File: src/rtl/cardinal_pkg.sv
`default_nettype none
// ============================================================================
// cardinal_pkg : shared constants and encodings for the cardinal fetch stage
// Revision     : 1.0
// ============================================================================
package cardinal_pkg;

  localparam int INSTR_W = 32;
  localparam int ADDR_W  = 32;

  // End-of-program marker; fetch freezes after accepting this word.
  localparam logic [0:INSTR_W-1] NOP_HALT = 32'h0000_0000;

  typedef enum logic [1:0] {
    PC_RESET  = 2'd0,
    PC_BRANCH = 2'd1,
    PC_HOLD   = 2'd2,
    PC_SEQ    = 2'd3
  } pc_sel_e;

  typedef enum logic [0:0] {
    ST_RUN  = 1'b0,
    ST_HALT = 1'b1
  } fetch_state_e;

endpackage
`default_nettype wire

File: src/rtl/cardinal_pc_next.sv
`default_nettype none
// ============================================================================
// cardinal_pc_next : combinational next-PC priority mux and sequential adder
// Revision         : 1.0
// ============================================================================
module cardinal_pc_next
  import cardinal_pkg::*;
#(
  parameter logic [0:ADDR_W-1] RESET_PC     = 32'h0000_0000,
  parameter int unsigned       PC_STEP      = 4,
  parameter bit                HALT_ON_ZERO = 1'b1
) (
  input  logic                i_reset,
  input  logic                i_branch_taken,
  input  logic [0:ADDR_W-1]   i_branch_target,
  input  logic                i_halted,
  input  logic                i_stall,
  input  logic [0:INSTR_W-1]  i_instr,
  input  logic [0:ADDR_W-1]   i_pc,
  output pc_sel_e             o_sel,
  output logic [0:ADDR_W-1]   o_pc_next,
  output logic                o_halt_hit
);

  logic [0:ADDR_W-1] w_seq_pc;
  logic              w_is_nop;

  assign w_seq_pc = i_pc + ADDR_W'(PC_STEP);
  assign w_is_nop = HALT_ON_ZERO && (i_instr == NOP_HALT);

  always_comb begin
    o_sel      = PC_SEQ;
    o_pc_next  = w_seq_pc;
    o_halt_hit = 1'b0;
    if (i_reset) begin
      o_sel     = PC_RESET;
      o_pc_next = RESET_PC;
    end else if (i_branch_taken) begin
      // Branch targets are word aligned by dropping the two byte-offset bits.
      o_sel     = PC_BRANCH;
      o_pc_next = i_branch_target & 32'hFFFF_FFFC;
    end else if (i_halted || i_stall) begin
      o_sel     = PC_HOLD;
      o_pc_next = i_pc;
    end else if (w_is_nop) begin
      o_pc_next  = i_pc;
      o_halt_hit = 1'b1;
    end
  end

endmodule
`default_nettype wire

File: src/rtl/cardinal_fetch_stage.sv
`default_nettype none
// ============================================================================
// cardinal_fetch_stage : program counter, IF/ID register and halt-on-NOP FSM
// Revision             : 1.0
// ============================================================================
module cardinal_fetch_stage
  import cardinal_pkg::*;
#(
  parameter logic [0:ADDR_W-1] RESET_PC     = 32'h0000_0000,
  parameter int unsigned       PC_STEP      = 4,
  parameter bit                HALT_ON_ZERO = 1'b1
) (
  input  logic                clk,
  input  logic                reset,
  input  logic [0:INSTR_W-1]  instruction,
  input  logic                stall,
  input  logic                branch_taken,
  input  logic [0:ADDR_W-1]   branch_target,
  output logic [0:ADDR_W-1]   pc,
  output logic [0:INSTR_W-1]  if_id_instr,
  output logic [0:ADDR_W-1]   if_id_pc,
  output logic                if_id_valid,
  output logic                halted,
  output logic [0:31]         fetch_count
);

  fetch_state_e       r_state;
  logic [0:ADDR_W-1]  r_pc;
  logic [0:INSTR_W-1] r_instr;
  logic [0:ADDR_W-1]  r_ipc;
  logic               r_valid;
  logic [0:31]        r_count;

  pc_sel_e            w_sel;
  logic [0:ADDR_W-1]  w_pc_next;
  logic               w_halt_hit;

  cardinal_pc_next #(
    .RESET_PC     (RESET_PC),
    .PC_STEP      (PC_STEP),
    .HALT_ON_ZERO (HALT_ON_ZERO)
  ) u_pc_next (
    .i_reset         (reset),
    .i_branch_taken  (branch_taken),
    .i_branch_target (branch_target),
    .i_halted        (r_state == ST_HALT),
    .i_stall         (stall),
    .i_instr         (instruction),
    .i_pc            (r_pc),
    .o_sel           (w_sel),
    .o_pc_next       (w_pc_next),
    .o_halt_hit      (w_halt_hit)
  );

  always_ff @(posedge clk) begin
    if (reset) begin
      r_state <= ST_RUN;
      r_pc    <= RESET_PC;
      r_instr <= '0;
      r_ipc   <= '0;
      r_valid <= 1'b0;
      r_count <= '0;
    end else begin
      case (w_sel)
        PC_BRANCH: begin
          // Flush: the word fetched this cycle is on the wrong path.
          r_pc    <= w_pc_next;
          r_instr <= '0;
          r_valid <= 1'b0;
          r_state <= ST_RUN;
        end
        PC_HOLD: begin
          if (r_state == ST_HALT) begin
            r_valid <= 1'b0;
          end
        end
        PC_SEQ: begin
          r_pc    <= w_pc_next;
          r_instr <= instruction;
          r_ipc   <= r_pc;
          r_valid <= 1'b1;
          r_count <= r_count + 32'd1;
          if (w_halt_hit) begin
            r_state <= ST_HALT;
          end
        end
        default: ;
      endcase
    end
  end

  assign pc          = r_pc;
  assign if_id_instr = r_instr;
  assign if_id_pc    = r_ipc;
  assign if_id_valid = r_valid;
  assign halted      = (r_state == ST_HALT);
  assign fetch_count = r_count;

endmodule
`default_nettype wire

File: config.mk
export PLATFORM = sky130hd
export DESIGN_NAME = cardinal_fetch_stage
export DESIGN_NICKNAME = d
export VERILOG_FILES = /design/src/rtl/cardinal_pkg.sv /design/src/rtl/cardinal_pc_next.sv /design/src/rtl/cardinal_fetch_stage.sv
export SDC_FILE = /design/constraint.sdc
export NUM_CORES = 1
export LEC_CHECK = 0
export BUFFER_PORTS_ARGS = -buffer_cell sky130_fd_sc_hd__buf_2
export CAP_MARGIN = 40
export CORE_AREA = 2 2 110 112
export DETAILED_ROUTE_END_ITERATION = 8
export DIE_AREA = 0 0 112 114
export PLACE_DENSITY = 0.9
export SYNTH_ARGS = -nofsm -noshare
export SYNTH_HDL_FRONTEND = slang
export SYNTH_SLANG_ARGS = --single-unit
File: constraint.sdc
create_clock -name clk -period 5.35 [get_ports clk]
set_clock_uncertainty 0.15 [all_clocks]
set_input_delay 0.8025 -clock clk [delete_from_list [all_inputs] [get_ports clk]]
set_output_delay 0.8025 -clock clk [all_outputs]
set_load 0.03 [all_outputs]
* Yosys cells after proc, flatten, opt, wreduce, memory -nomap -nowiden
Cells that the tools add are included.
Widths: inputs -> output; s select.
** Storage, ports and cells
- Register bits after elaboration :: 130
- Output and inout port bits :: 130
- Input bits :: 68
- Word-level logic and storage cells :: 38
** Operators by class
- Muxes and demuxes :: 15
- Add/sub/neg operators :: 2
- Equality and inequality tests :: 7
- Reductions and logical operators :: 8
** Operators with widths (number)
- $mux 32 :: 3
- $pmux 32 s2 :: 1
- $add 32x1->32 const B :: 1
- $add 32x3->32 const B :: 1
- $logic_not 32->1 :: 1
- $mux 1 :: 7
- $ne 2x2->1 const B :: 3
- $eq 2x2->1 const B :: 2
- $mux 2 :: 2
- $reduce_and 2->1 :: 2
- $pmux 1 s3 :: 1
- $reduce_and 3->1 :: 1
- $reduce_bool 3->1 :: 1
- $eq 2x1->1 const B :: 1
- $ne 2x1->1 const B :: 1
- $pmux 1 s2 :: 1
- $reduce_bool 2->1 :: 1
- $reduce_or 2->1 :: 1
- $logic_or 1x1->1 :: 1

* Longest topological paths before layout
- Word-level depth :: 7
- Depth in mapped cells :: 7
- Gate-level depth less buffers :: 5

* Modules after synthesis
A second synthesis with hierarchy kept.
** Unflattened totals
- Cell total of the unflattened synthesis :: 776
- Area, all modules :: 6287.3 um^2
** Modules (own cells, without submodules)
- cardinal_fetch_stage :: seq. area each 2602.5 um^2, area an instance 4969.8 um^2, cells each 569, times used 1
- cardinal_pc_next :: seq. area each 0.0 um^2, area an instance 1317.5 um^2, cells each 207, times used 1

* Worst setup path after synthesis
OpenSTA, ideal clock, no wires.
- Path kind :: in2reg
- Start :: input port reset
- End :: register r_count, in the netlist fetch_count[0]
- Cell stages on the path :: 6
- Buffers on the path :: 1
- Required time :: 5.130 ns
- Data arrival time :: 2.454 ns
- Setup slack :: 2.676 ns
- Setup time :: 0.070 ns
- Path through :: clkbuf_1 > nor4_4 > nand4_1 > or3_1 > or4_1 > a21oi_1
** Between the ends
- Word-level cells in the longest chain between the ends :: 2
** RTL lines
- start, declared :: line cardinal_fetch_stage.sv:14 : input logic reset,
- $mux 2 :: line cardinal_pc_next.sv:35 : if (i_reset) begin
- $eq 2x2->1 :: line cardinal_fetch_stage.sv:64 : case (w_sel)
- end signal, assigned :: line cardinal_fetch_stage.sv:82 : r_count <= r_count + 32'd1;
- end, declared :: line cardinal_fetch_stage.sv:32 : logic [0:31] r_count;
Parallel ways exist; a longest one is shown, timed or not.
A chain may end at the register's enable or synchronous reset.

* Worst setup path in the final report
- Start :: input port branch_taken
- End :: register r_count, in the netlist fetch_count[0]
** Between the ends
- Word-level cells in the longest chain between the ends :: 3
** RTL lines
- start, declared :: line cardinal_fetch_stage.sv:17 : input logic branch_taken,
- $mux 2 :: line cardinal_pc_next.sv:38 : end else if (i_branch_taken) begin
- $mux 2 :: line cardinal_pc_next.sv:35
- $eq 2x2->1 :: line cardinal_fetch_stage.sv:64
Every way passes these cells.

==> run metrics <==
status finished clean; number of global-route vias before repair 5087; post-CTS resize count 0; post-route ant nets 0; H-tree depth 4; clock sink count 126; Bufs and invs on worst path 2; slowest library cell on the worst path buf_4; clock power share roughly half; Total Die Area 12800 sq um; Setup Buffers After CTS 0; Site Rows 40; top-area cell type share of the netlist area between 40 and 50%; via count around 5700; Async SR Flop Fraction 0%; required time of the critical path around 5.5 ns; worst hold-check path type register to register; Highest Clock Rate 295 MHz; Overall Global Routing Usage approximately a quarter; VDD IR max 0.282 mV; Post-Syn Instances between 700 and 800; Startpoint Class input pin; CP peak stage delay 0.55 ns; first-pass GRT wire length approximately 25000 um; cts hold-fix bufs 0; Leakage 2.99 nW; met3 WL between 900 and 1000 um; Crit Reg-Reg Endpoint fetch_count[0]$_SDFFE_PP0N_; Post-synth EDFFs 0; largest area contributor in the netlist dfxtp_1; #FFs+latches synth around 130; RePlAce Congestion 0.779; Area Growth Syn to Fin 28.3%; hold endpoint if_id_instr[21]$_SDFFE_PP0P_; Arrival @ worst endpoint 3.58 ns; Slew Limit Fails 0; largest net degree at the start of global routing 98; drt wl/cell around 15 um; placed instance area 6660 sq um; CTS tree done; grt total ovfl 0; Cell Area, Synth about 5700 sq um; Reg2Reg Setup Slack 2.28 ns; critical hold path startpoint if_id_instr[21]$_SDFFE_PP0P_; IO buf count 191; Netlist cell types 51; combinational cell fraction of total power 9.6%; syn avg cell area just over 8 sq um; max layer used met4; Net Sw Power 0.000612 W; Post-Layout Cell Count just over 1000; clk slew on worst S/H paths 0.06 ns; Max Fanout on Critical Path 68; vias per cell 5.55; Routed met2 length ~7400 um; placed cells 1002; Die Y 114 um; worst slew pin tran 0.925 ns; I/O pin cnt 198; initial core utilization 48.4%; slack of the critical path 1.96 ns; diode count 0; Detailed Place HPWL 10700 um; # setup viols final 0; initial DRC count between 500 and 600; Flop pwr share 41.4%; most frequent cells after synthesis dfxtp_1 (126), nand2_1 (123), nor2_1 (51); area of the multi-input gates 2880 sq um; Internal 0.00182 W; Fill cells 1008; Die W 112 um; minimum clock period 3.39 ns; crit path cell chain buf_2 -> nor4_4 -> buf_4 -> nand4_1 -> or3_1 -> or4_1 -> a21oi_1; nets 944; M1 WL 6870 um; R2R depth 6; final WL 15600 um; top cells by area, synth dfxtp_1 (45%), nand2_1 (8.1%), a21oi_1 (4.2%), xnor2_1 (4.2%), o21ai_0 (3.9%); Max Cap Viol 0; final setup TNS 0 ns; CTS Buf Count 17; core region area 11700 sq um; final hold violation count 0; root buffer cell clkbuf_16; fin crit share between 60% and 70%; Synth warnings 0; ys flop type dfxtp_1; Hold Crit Depth 2; worst setup path class input pin to register; drt pass-1 iters 5; share of cells above drive strength 1 between 20 and 30%; # DRC 0; unrepaired setup endpoints after global routing no; pwr/cell area between 300 and 400 nW/um^2; Switching Share 25.1%; CP Capture Type register; Finished Cell Area ~7300 sq um; RR Startpoint halted$_SDFFE_PP0P_; Top delay family on crit path simple AND/OR/NAND/NOR gates; Bufs on Longest Clock Path 2; Register Area 2520 sq um; antenna violations before repair 0; Slew HR 38.3%; pre-CTS worst setup slack 1.51 ns; worst skew pair latency 0.42 ns; sequential area share after synthesis 44.5%; count leader, synth dfxtp_1
-- how the worst max path moves through the flow --
| stage | depth (start not counted) | slack (ns) | startpoint | end |
|---|---|---|---|---|
| global placement | 7 | 1.62 | branch_taken | fetch_count[0]$_SDFFE_PP0N_ |
| CTS | 7 | 1.96 | branch_taken | fetch_count[0]$_SDFFE_PP0N_ |
| global route | 7 | 1.61 | branch_taken | fetch_count[0]$_SDFFE_PP0N_ |
| finish | 7 | 1.96 | branch_taken | fetch_count[0]$_SDFFE_PP0N_ |
| floorplan | 6 | 2.68 | reset | fetch_count[0]$_SDFFE_PP0N_ |
| detailed placement | 7 | 1.51 | branch_taken | fetch_count[0]$_SDFFE_PP0N_ |
-- cells by family after synthesis --
logic type,after synthesis,synth area share (%)
flops,126,44.5
other cells,1,0.0662
simple gates,331,29.5
compound gates,144,15.7
xor+xnor,30,4.64
buf+inv,68,4.90
fa+ha+maj,2,0.442
mux,1,0.199
-- metal layers --
metal	GRT usage, %	up-vias
met1	31.7	2688
met4	8.62	0
li1	-	2807
met2	38.0	205
met5	0	-
met3	6.48	34
-- placed cells by master (no fill, tap or decap), types with 3 or more instances in the layout --
cell type | synthesis | layout
a311oi_1 | 11 | 11
dfxtp_1 | 126 | 126
nand2_1 | 123 | 123
nand4_1 | 17 | 17
and2_1 | 5 | 5
xor2_1 | 3 | 3
a21oi_1 | 48 | 48
and3_1 | 6 | 6
or2_2 | 3 | 3
xnor2_1 | 27 | 27
buf_4 | 4 | 6
nand3_1 | 17 | 17
a211oi_1 | 11 | 11
clkinv_2 | 0 | 5
o21ai_0 | 44 | 44
or3_1 | 14 | 14
nand2b_1 | 32 | 32
o31ai_1 | 3 | 3
nor4_1 | 24 | 24
o31a_1 | 5 | 5
nor3_1 | 11 | 11
clkbuf_1 | 40 | 3
buf_2 | 0 | 191
nor2_1 | 51 | 50
o21a_1 | 4 | 4
and4_1 | 10 | 10
clkbuf_16 | 0 | 17
bufinv_16 | 0 | 4
conb_1 | 1 | 4
inv_1 | 20 | 20
a2111oi_0 | 8 | 8
-- cell type report --
class                   instances  area share, %
clock inverters                12           2.32
multi-input cells             512           39.6
flip-flops and latches        126           34.7
well taps                     147           2.53
inverters                      20           1.03
clock buffers                  20           6.01
repair buffers                197           13.8
-- stage by stage --
stage	power, W	hold slack (ns)	util [%]
floorplan	0.00117	0.434	-
global placement	0.00125	0.289	56.8
detailed placement	0.00126	0.293	56.9
CTS	0.00244	0.301	62.1
global route	0.00251	0.314	62.1
finish	0.00243	0.299	62.1
-- tightest hold or removal path: stages, from the launching register on --
cell and delay (ns):
dfxtp_1 0.30, nand2_1 0.05, a21oi_1 0.05
-- power groups by stage --
stage | logic [W] | clock network (W) | registers [W]
4_1_cts | 0.000234 | 0.00120 | 0.00101
6_report | 0.000233 | 0.00119 | 0.00101
3_5_place_dp | 0.000232 | 0 | 0.00103
3_3_place_gp | 0.000229 | 0 | 0.00103
5_1_grt | 0.000252 | 0.00125 | 0.00101
2_1_floorplan | 0.0000915 | 0 | 0.00108
-- sequential cells by signal, summed over array words and instances, names as in the netlist --
| register | cells |
|---|---|
| if_id_valid | 1 |
| if_id_instr | 32 |
| halted | 1 |
| pc | 30 |
| fetch_count | 32 |
| if_id_pc | 30 |
Note: power is estimated with default switching activity, not from simulation.
